**src/rtl/riscv_core_pkg.sv**
```systemverilog
// Shared definitions for the core's M-extension multiply path.
package riscv_core_pkg;

  localparam logic [1:0] MUL_CTRL_MUL    = 2'b00;
  localparam logic [1:0] MUL_CTRL_MULH   = 2'b01;
  localparam logic [1:0] MUL_CTRL_MULHSU = 2'b10;
  localparam logic [1:0] MUL_CTRL_MULHU  = 2'b11;

  typedef enum logic [2:0] {
    OP_MUL,
    OP_MULH,
    OP_MULHSU,
    OP_MULHU,
    OP_MULW
  } mul_op_e;

  typedef enum logic [1:0] {
    IDLE,
    CALC,
    FIX,
    DONE
  } mul_ctrl_state_e;

  // isword overrides control: MULW only exists with control 00.
  function automatic mul_op_e decode_mul_op(input logic [1:0] control, input logic isword);
    mul_op_e op;
    if (isword) begin
      op = OP_MULW;
    end else begin
      case (control)
        MUL_CTRL_MUL:    op = OP_MUL;
        MUL_CTRL_MULH:   op = OP_MULH;
        MUL_CTRL_MULHSU: op = OP_MULHSU;
        default:         op = OP_MULHU;
      endcase
    end
    return op;
  endfunction

endpackage

```
**src/rtl/riscv_core_mul_in.sv**
```systemverilog
// Operand conditioning: turns rs1/rs2 into unsigned magnitudes plus the sign of the
// final product, according to the signedness of the requested multiply.
module riscv_core_mul_in
  import riscv_core_pkg::*;
#(
  parameter int XLEN = 64
) (
  input  logic [XLEN-1:0] src_a,
  input  logic [XLEN-1:0] src_b,
  input  logic [1:0]      control,
  input  logic            isword,
  output logic [XLEN-1:0] mag_a,
  output logic [XLEN-1:0] mag_b,
  output logic            neg
);

  localparam int HALF = XLEN / 2;

  mul_op_e         op;
  logic            a_signed;
  logic            b_signed;
  logic            a_neg;
  logic            b_neg;
  logic [HALF-1:0] a_mag_word;
  logic [HALF-1:0] b_mag_word;
  logic [XLEN-1:0] a_mag_full;
  logic [XLEN-1:0] b_mag_full;

  always_comb begin
    op       = decode_mul_op(control, isword);
    a_signed = (op != OP_MULHU);
    b_signed = (op == OP_MUL) || (op == OP_MULH) || (op == OP_MULW);

    a_neg = a_signed && (isword ? src_a[HALF-1] : src_a[XLEN-1]);
    b_neg = b_signed && (isword ? src_b[HALF-1] : src_b[XLEN-1]);

    // Negating the most-negative value yields itself, which is the right unsigned magnitude.
    a_mag_full = a_neg ? -src_a : src_a;
    b_mag_full = b_neg ? -src_b : src_b;
    a_mag_word = a_neg ? -src_a[HALF-1:0] : src_a[HALF-1:0];
    b_mag_word = b_neg ? -src_b[HALF-1:0] : src_b[HALF-1:0];

    mag_a = isword ? {{HALF{1'b0}}, a_mag_word} : a_mag_full;
    mag_b = isword ? {{HALF{1'b0}}, b_mag_word} : b_mag_full;
    neg   = a_neg ^ b_neg;
  end

endmodule

```
**src/rtl/riscv_core_mul_ctrl.sv**
```systemverilog
// Iterative radix-2 shift-add multiplier sequencer for MUL/MULH/MULHSU/MULHU/MULW.
// Stalls execute (ready low, busy high) from accept until the result is acknowledged.
module riscv_core_mul_ctrl
  import riscv_core_pkg::*;
#(
  parameter int XLEN = 64
) (
  input  logic            i_mul_ctrl_clk,
  input  logic            i_mul_ctrl_rstn,
  input  logic            i_mul_ctrl_valid,
  output logic            o_mul_ctrl_ready,
  input  logic [XLEN-1:0] i_mul_ctrl_srcA,
  input  logic [XLEN-1:0] i_mul_ctrl_srcB,
  input  logic [1:0]      i_mul_ctrl_control,
  input  logic            i_mul_ctrl_isword,
  input  logic            i_mul_ctrl_flush,
  output logic            o_mul_ctrl_valid,
  input  logic            i_mul_ctrl_ack,
  output logic [XLEN-1:0] o_mul_ctrl_result,
  output logic            o_mul_ctrl_busy
);

  localparam int HALF = XLEN / 2;
  localparam int CW   = $clog2(XLEN) + 1;
  localparam logic [CW-1:0] ITER_FULL = CW'(XLEN);
  localparam logic [CW-1:0] ITER_WORD = CW'(HALF);

  logic [XLEN-1:0] mag_a;
  logic [XLEN-1:0] mag_b;
  logic            neg_in;

  riscv_core_mul_in #(.XLEN(XLEN)) u_mul_in (
    .src_a   (i_mul_ctrl_srcA),
    .src_b   (i_mul_ctrl_srcB),
    .control (i_mul_ctrl_control),
    .isword  (i_mul_ctrl_isword),
    .mag_a   (mag_a),
    .mag_b   (mag_b),
    .neg     (neg_in)
  );

  mul_ctrl_state_e   state;
  mul_op_e           op;
  logic              neg;
  logic [XLEN-1:0]   mcand;
  logic [2*XLEN-1:0] prod;
  logic [CW-1:0]     count;
  logic [CW-1:0]     iter;
  logic              ready;
  logic              valid;
  logic              busy;
  logic [XLEN-1:0]   result;

  logic [XLEN:0]     sum;
  logic [2*XLEN-1:0] prod_fix;
  logic [XLEN-1:0]   result_sel;

  always_comb begin
    sum      = {1'b0, prod[2*XLEN-1:XLEN]} + ({1'b0, mcand} & {(XLEN+1){prod[0]}});
    prod_fix = neg ? (~prod + (2*XLEN)'(1)) : prod;
    result_sel = prod_fix[2*XLEN-1:XLEN];
    case (op)
      OP_MUL:  result_sel = prod_fix[XLEN-1:0];
      // Word product low half lands at P[XLEN-1:HALF] after HALF iterations.
      OP_MULW: result_sel = {{HALF{prod_fix[XLEN-1]}}, prod_fix[XLEN-1:HALF]};
      default: result_sel = prod_fix[2*XLEN-1:XLEN];
    endcase
  end

  always_ff @(posedge i_mul_ctrl_clk) begin
    if (!i_mul_ctrl_rstn) begin
      state  <= IDLE;
      op     <= OP_MUL;
      neg    <= 1'b0;
      mcand  <= '0;
      prod   <= '0;
      count  <= '0;
      iter   <= '0;
      ready  <= 1'b1;
      valid  <= 1'b0;
      busy   <= 1'b0;
      result <= '0;
    end else if (i_mul_ctrl_flush) begin
      state <= IDLE;
      ready <= 1'b1;
      valid <= 1'b0;
      busy  <= 1'b0;
    end else begin
      case (state)
        IDLE: begin
          if (i_mul_ctrl_valid) begin
            op    <= decode_mul_op(i_mul_ctrl_control, i_mul_ctrl_isword);
            neg   <= neg_in;
            mcand <= mag_a;
            prod  <= {{XLEN{1'b0}}, mag_b};
            count <= '0;
            iter  <= i_mul_ctrl_isword ? ITER_WORD : ITER_FULL;
            ready <= 1'b0;
            busy  <= 1'b1;
            if (mag_a == '0 || mag_b == '0) begin
              result <= '0;
              valid  <= 1'b1;
              state  <= DONE;
            end else begin
              state <= CALC;
            end
          end
        end
        CALC: begin
          prod  <= {sum, prod[XLEN-1:1]};
          count <= count + CW'(1);
          if (count == iter - CW'(1)) begin
            state <= FIX;
          end
        end
        FIX: begin
          result <= result_sel;
          valid  <= 1'b1;
          state  <= DONE;
        end
        DONE: begin
          if (i_mul_ctrl_ack) begin
            valid <= 1'b0;
            busy  <= 1'b0;
            ready <= 1'b1;
            state <= IDLE;
          end
        end
        default: state <= IDLE;
      endcase
    end
  end

  assign o_mul_ctrl_ready  = ready;
  assign o_mul_ctrl_valid  = valid;
  assign o_mul_ctrl_busy   = busy;
  assign o_mul_ctrl_result = result;

endmodule
```
**config.mk**
```make
export PLATFORM = sky130hd
export DESIGN_NAME = riscv_core_mul_ctrl
export DESIGN_NICKNAME = d
export VERILOG_FILES = /design/src/rtl/riscv_core_pkg.sv /design/src/rtl/riscv_core_mul_in.sv /design/src/rtl/riscv_core_mul_ctrl.sv
export SDC_FILE = /design/constraint.sdc
export NUM_CORES = 1
export LEC_CHECK = 0
export BUFFER_PORTS_ARGS = -buffer_cell sky130_fd_sc_hd__buf_2
export CAP_MARGIN = 20
export CELL_PAD_IN_SITES_DETAIL_PLACEMENT = 1
export CELL_PAD_IN_SITES_GLOBAL_PLACEMENT = 1
export CORE_MARGIN = 2
export CORE_UTILIZATION = 41
export DETAILED_ROUTE_END_ITERATION = 8
export PLACE_DENSITY = 0.8
export SLEW_MARGIN = 20
export SYNTH_ARGS = -nofsm -noshare
export SYNTH_HDL_FRONTEND = slang
export SYNTH_SLANG_ARGS = --single-unit
```
**constraint.sdc**
```tcl
create_clock -name i_mul_ctrl_clk -period 4.2 [get_ports i_mul_ctrl_clk]
set_input_delay 0.21 -clock i_mul_ctrl_clk [delete_from_list [all_inputs] [get_ports i_mul_ctrl_clk]]
set_output_delay 0.21 -clock i_mul_ctrl_clk [all_outputs]
set_load 0.1 [all_outputs]
```
==> flow_summary_export.csv, run 1 <==
group,metric,value,unit
run_status,status,"finished, final reports clean",
global_route,grt_max_degree,90,
pwr,power_density,291,mW/mm2
setup_path,cp_cell_sequence,"and2_1, ha_1, inv_1, fa_1, nand2b_1, a2111oi_0, nor2_1, o21ai_2, o311ai_0, buf_4, o41ai_2, buf_4, a21boi_1, o21ai_0, buf_4, a31oi_1, mux2i_1, nand2_1",
setup_path,r2r-start,"prod[0]",
pwr,p_sw_share,33.4,%
clock_network,root_buffer,"clkbuf_16",
run,cap_violations,0,
synthesis,synthTopCellsByArea,"dfxtp_1 (23%), xnor2_1 (6.3%), nand2_1 (6.2%)",
final_layout,fin_nets,3598,
synthesis,yosys.area.top_type,"dfxtp_1",
timing,drv_slew,0,
timing,fin_crit,4.02,ns
timing,rsz0062_at_grt,"no",
route,drt-initial-drc-count,2731,
clock_network,cts_buffer_depth,3,
pwr,p_leak,11.9,nW
synthesis,async_flop_share,0,%
placed_design,dp.cells,4102,
global_route,track_usage,34.4,%
placed_design,port_buffers,202,
floorplanning,die-area,0.0588,mm2
setup_path,start_kind,"flip-flop",
floorplanning,core_area,0.0563,mm2
pwr,seqPwrFrac,35.0,%
route,drt-total-wl,105000,um
timing,hold_ws,0.0946,ns
timing,worst-slew-pin-transition,1.09,ns
floorplanning,start_util,41.4,%
final_layout,final_common_cell,"nand2_1",
route,firstDrtPassIters,5,
floorplanning,io_pins,203,
final_layout,syn2layout_area_growth,18.3,%
setup_path,crit_start,"prod[0]",
pwr,power.switching,0.00268,W
route,num_vias,26300,
clock_network,clock-sinks,273,
pwr,p_int,0.00535,W
setup_path,arrival,4.46,ns
route,ant_nets,0,
synthesis,synth_edf_count,0,
pwr,vdd_drop_max,0.000290,V
timing,finalCritPeriodShare,95.7,%
clock_network,tritoncts,"yes",
synthesis,syn_avg_cell_area,7.43,um2
route,remaining_drc_errors,0,
setup_path,max_stage_delay,0.43,ns
route,wl_per_cell,25.1,um
global_route,grt_pass1_vias,26200,
clock_network,cts-buffers-inserted,35,
min_path,min-delay-start,"i_mul_ctrl_srcA[21]",
setup_path,cp_data_required_time,4.64,ns
synthesis,synth_nets,3349,
setup_path,cp-end-kind,"flip-flop",
timing,relSlewSlack,27.3,%
min_path,hold_class,"primary input to flip-flop",
placed_design,gp_congestion,1.02,
placed_design,dp_hpwl,83300,um
synthesis,synth_cells,3139,
clock_network,h-tree-depth,2,
synthesis,synth-seq-cells,273,
timing,finalClockSkew,0.0262,ns
timing,max_freq,249,MHz
setup_path,worst-setup-path-type,"flip-flop to flip-flop",
floorplanning,rows,87,
pwr,pwr-share-comb,24.1,%
synthesis,syn-cell-area,0.0233,mm2
global_route,grt_pass1_wl,161000,um
pwr,p_total,0.00804,W
timing,hold_violations,0,
pwr,p_clk_share,40.9,%
floorplanning,die_w,242,um
synthesis,synth_top_area_share,23.4,%
clock_network,worstSkewPairLatency,0.56,ns
synthesis,yosys_warnings,0,
timing,setup-tns-final,0,ns
timing,setup_violations,0,
synthesis,synthDistinctLibCells,88,
global_route,grt_antenna_before_repair,4,
floorplanning,dieHeight,242,um
setup_path,critPathMaxFanout,5,
route,vias_per_cell,6.29,
synthesis,yosysSeqAreaShare,23.4,%
clock_network,clkSlewWorstSetupHoldPaths,0.06,ns
global_route,grt-ovfl-total,0,
setup_path,slowest_stage,"o41ai_2",
final_layout,drive_gt1_share,16.7,%
synthesis,ys.flop_type,"dfxtp_1",
final_layout,fin_cells,4172,
final_layout,final_cell_mix,"nand2_1 (385), dfxtp_1 (271), nor2_1 (233), buf_4 (229), o21ai_0 (205)",
setup_path,cp_common_cell,"buf_4",
-- power groups by stage --
stage	clock network, W	logic [W]	registers [W]
5_1_grt	0.00340	0.00207	0.00282
3_3_place_gp	0	0.00182	0.00285
6_report	0.00328	0.00194	0.00281
2_1_floorplan	0	0.00110	0.00282
3_5_place_dp	0	0.00186	0.00286
4_1_cts	0.00331	0.00187	0.00281
-- logic make-up (layout without fill, tap and decap cells) --
kind of cell    count (synthesis)  in the layout  share of synthesized area [%]
other cells                     0              4                              0
buf+inv                       272            545                           4.70
mux                            91             91                           3.93
flops                         273            273                           23.4
xor+xnor                      304            304                           11.4
compound gates                910            910                           26.4
simple gates                 1215           1215                           26.1
fa+ha+maj                      74             74                           4.00
-- final timing paths --
| check | end | slack [ns] | cells after the start |
|---|---|---|---|
| worst min-delay path | mcand[21] | 0.09 | 3 |
| worst max register to register | prod[125] | 0.18 | 18 |
| worst min register to register | mcand[38] | 0.46 | 2 |
| worst max-delay path | prod[125] | 0.18 | 18 |
-- cell usage after synthesis (all sizes together), types with 13 or more instances --
library cell / count
a31oi: 40
or4: 40
xor2: 136
nor3b: 19
nand3: 55
nor3: 85
mux2i: 87
o211ai: 51
a21boi: 23
nor2: 237
o41ai: 37
a21o: 52
dfxtp: 273
ha: 73
nand2b: 18
nand4: 55
o31ai: 52
or2: 28
inv: 43
o211a: 43
a22oi: 48
o21ai: 210
a21oi: 182
a41oi: 19
clkbuf: 194
and2: 95
and4: 13
and3: 19
a211oi: 30
xnor2: 168
buf: 34
or3: 41
nand2: 387
nor4: 49
nor2b: 52
-- worst max-delay path: cells and delay by family (launching register included) --
kind | cells | cell delay [ns]
AOI/OAI and AO/OA | 7 | 1.64
buffers and inverters | 4 | 0.61
and+or+nand+nor | 4 | 0.59
adders and majority gates | 2 | 0.58
DFF | 1 | 0.34
muxes | 1 | 0.16
-- sequential cells by signal (all words and copies together) (netlist names) --
name / flops
prod: 128
mcand: 64
o_mul_ctrl_ready: 1
state: 2
iter: 2
o_mul_ctrl_busy: 1
count: 7
o_mul_ctrl_valid: 1
o_mul_ctrl_result: 64
op: 2
neg: 1
-- layer usage --
metal,up-vias,track usage (%),routed length [um]
met5,-,0,9
met4,2,9.24,2930
met3,174,4.80,6820
met2,1016,53.6,46300
met1,13100,49.4,48800
li1,12000,-,-
-- layout make-up --
class	instances	area, um2
antenna	4	10.0
clock buffer	43	988
clock inverter	18	245
fill	7093	28700
inverter	44	165
multi-input combinational	2594	16900
sequential	273	5470
tap	756	946
timing repair buffer	440	2900
-- repair_timing --
| action | CTS | global route |
|---|---|---|
| endpoints found under the hold margin | 3 | 0 |
| endpoints found under the setup margin | 5 | 32 |
| pin swaps | 0 | 3 |
| hold buffers | 3 | 0 |
| setup buffers | 0 | 2 |
| gates resized for setup | 1 | 18 |
-- stage by stage --
stage,worst slack [ns],utilization (%),cell area [um2]
global route,0.0238,49.0,27600
global placement,-0.0444,46.6,26200
detailed placement,-0.131,46.6,26200
floorplan,0.0211,-,23300
CTS,0.00510,48.8,27500
finish,0.180,49.0,27600
Power figures use the tool's default switching activity.
==> run 2, diff against run 1 <==
- CORE_ASPECT_RATIO: default -> 1.1
- CORE_UTILIZATION: 41 -> 42
- CTS_BUF_LIST: default -> sky130_fd_sc_hd__clkbuf_8
- CTS_CLUSTER_DIAMETER: default -> 150
- PLACE_DENSITY: 0.8 -> 0.82
==> run 2 against run 1 <==
- final cell count is 0.50% higher
- critical path depth did not move
- register-to-register slack worse by 0.06 ns
- die area shrank 2.3%
- core utilization grew 1.2 points
- cell area decreased by 0.13%
- sequential power about the same
- combinational power is 4% lower
- via count shrank 0.94%
- clock power fell by 18%
- highest routed layer is now met4
==> flow_summary_export.csv, run 2 (synthesized netlist as in run 1, its figures left out) <==
group,metric,value,unit
placed_design,post_dp_cell_area,0.0262,mm2
placed_design,dp_hpwl,80900,um
setup_path,worst-setup-path-type,"flip-flop to flip-flop",
min_path,min-delay-start,"i_mul_ctrl_srcA[10]",
floorplanning,dieHeight,251,um
route,highest_layer,"met4",
timing,worst_slack,0.122,ns
setup_path,r2r-end,"prod[126]",
timing,drv_slew,0,
timing,setup-tns-final,0,ns
setup_path,cp-endpoint,"prod[126]",
final_layout,finish.utilization,50.2,%
floorplanning,core_area,0.0548,mm2
global_route,grt-ovfl-total,0,
placed_design,port_buffers,202,
final_layout,final_common_cell,"nand2_1",
clock_network,tritoncts,"yes",
route,firstDrtPassIters,8,
floorplanning,io_pins,203,
final_layout,nFillCells,6956,
setup_path,cp-end-kind,"flip-flop",
setup_path,crit_start,"prod[0]",
route,m1WireLength,41600,um
final_layout,multi_input_area,0.0169,mm2
floorplanning,start_util,42.5,%
pwr,p_leak,11.9,nW
timing,setup_violations,0,
setup_path,r2r-start,"prod[0]",
floorplanning,die-area,0.0574,mm2
route,vias_per_cell,6.20,
setup_path,critPathMaxFanout,53,
route,ant_nets,0,
setup_path,r2r_cells,18,
floorplanning,die_w,229,um
clock_network,h-tree-depth,2,
global_route,grt_pass1_wl,154000,um
global_route,track_usage,33.9,%
final_layout,drive_gt1_share,17.3,%
final_layout,final_cell_mix,"nand2_1 (384), dfxtp_1 (271), buf_4 (235), nor2_1 (233), o21ai_0 (203)",
timing,max_freq,245,MHz
clock_network,clkSlewWorstSetupHoldPaths,0.06,ns
timing,finalClockSkew,0.0264,ns
final_layout,regArea,0.00547,mm2
placed_design,gp_congestion,1.02,
floorplanning,rows,90,
final_layout,largest_reg_flops,128,
route,wl_met2,49500,um
global_route,grt_antenna_before_repair,1,
run,cap_violations,0,
route,drt-initial-drc-count,1761,
final_layout,design_area,0.0276,mm2
final_layout,fin_nets,3628,
final_layout,syn2layout_area_growth,18.2,%
clock_network,worstSkewPairLatency,0.64,ns
global_route,grt_pass1_vias,26300,
min_path,hold_class,"primary input to flip-flop",
route,remaining_drc_errors,0,
placed_design,dp_slack,-0.232,ns
timing,fin_crit,4.08,ns
route,met3WireLength,5080,um
pwr,power_density,268,mW/mm2
timing,finalCritPeriodShare,97.1,%
route,drt-total-wl,102000,um
setup_path,cp_data_required_time,4.74,ns
final_layout,regMostFlops,"prod",
timing,hold_ws,0.0392,ns
timing,rsz0062_at_grt,"no",
clock_network,clock-sinks,273,
timing,hold_violations,0,
timing,worst-slew-pin-transition,1.04,ns
global_route,grt_max_degree,80,
clock_network,cts_buffer_depth,3,
timing,relSlewSlack,30.1,%
run_status,status,"finished, final reports clean",
setup_path,rrSetupSlack,0.12,ns
setup_path,start_kind,"flip-flop",
clock_network,cts-buffers-inserted,48,
clock_network,root_buffer,"clkbuf_8",
route,wl_per_cell,24.2,um
setup_path,arrival,4.62,ns
route,num_vias,26000,
pwr,vdd_drop_max,0.000157,V
run 2: how the worst min path moves through the flow:
stage / endpoint / slack (ns) / cells after the start
floorplan: mcand[0] / 0.35 / 2
global placement: mcand[37] / 0.44 / 2
detailed placement: mcand[37] / 0.45 / 2
CTS: mcand[10] / 0.0005 / 4
global route: mcand[12] / 0.06 / 4
finish: mcand[10] / 0.04 / 4
run 2: through the flow:
stage          power, W  instances
6_report        0.00737       4193
5_1_grt         0.00765       4193
4_1_cts         0.00735       4190
3_5_place_dp    0.00465       4087
3_3_place_gp    0.00459       4087
2_1_floorplan   0.00392       3139
run 2: layout make-up:
class	instances	share of cell area, %
Clock buffer	61	3.05
Antenna cell	1	0.00908
Timing Repair Buffer	457	11.0
Tap cell	736	3.34
Multi-Input combinational cell	2594	61.4
Inverter	44	0.599
Clock inverter	27	0.749
Sequential cell	273	19.9
run 2: report_power, final:
part           switching [W]  internal (W)  leakage, nW
clock network        0.00121       0.00149        0.581
registers           0.000117       0.00268         2.22
logic                0.00120      0.000667         9.12
total                0.00253       0.00484         11.9
run 2: worst max-delay path, cell delays in order (launching register included):
cell and delay [ns]:
dfxtp_1 0.33, buf_4 0.19, buf_12 0.17, and2_1 0.16
ha_1 0.38, a21oi_1 0.12, buf_4 0.15, o211a_1 0.11
a211oi_1 0.22, buf_4 0.16, a211o_1 0.11, a41oi_1 0.04
buf_4 0.16, o31ai_1 0.58, a31oi_1 0.28, a21oi_1 0.34
a221oi_1 0.17, xor2_1 0.16, o21ai_0 0.14
run 2: layer usage:
| metal | vias up | GRT usage [%] |
|---|---|---|
| li1 | 12100 | - |
| met4 | 0 | 16.8 |
| met1 | 12800 | 40.4 |
| met2 | 890 | 60.3 |
| met3 | 268 | 3.56 |
| met5 | - | 0 |
run 2: what timing repair did:
item / in CTS / in global routing
buffers inserted: 0 / 2
pin swaps: 0 / 4
setup endpoints to repair: 8 / 75
hold buffers: 15 / 0
endpoints found under the hold margin: 15 / 0
resized for setup: 5 / 22
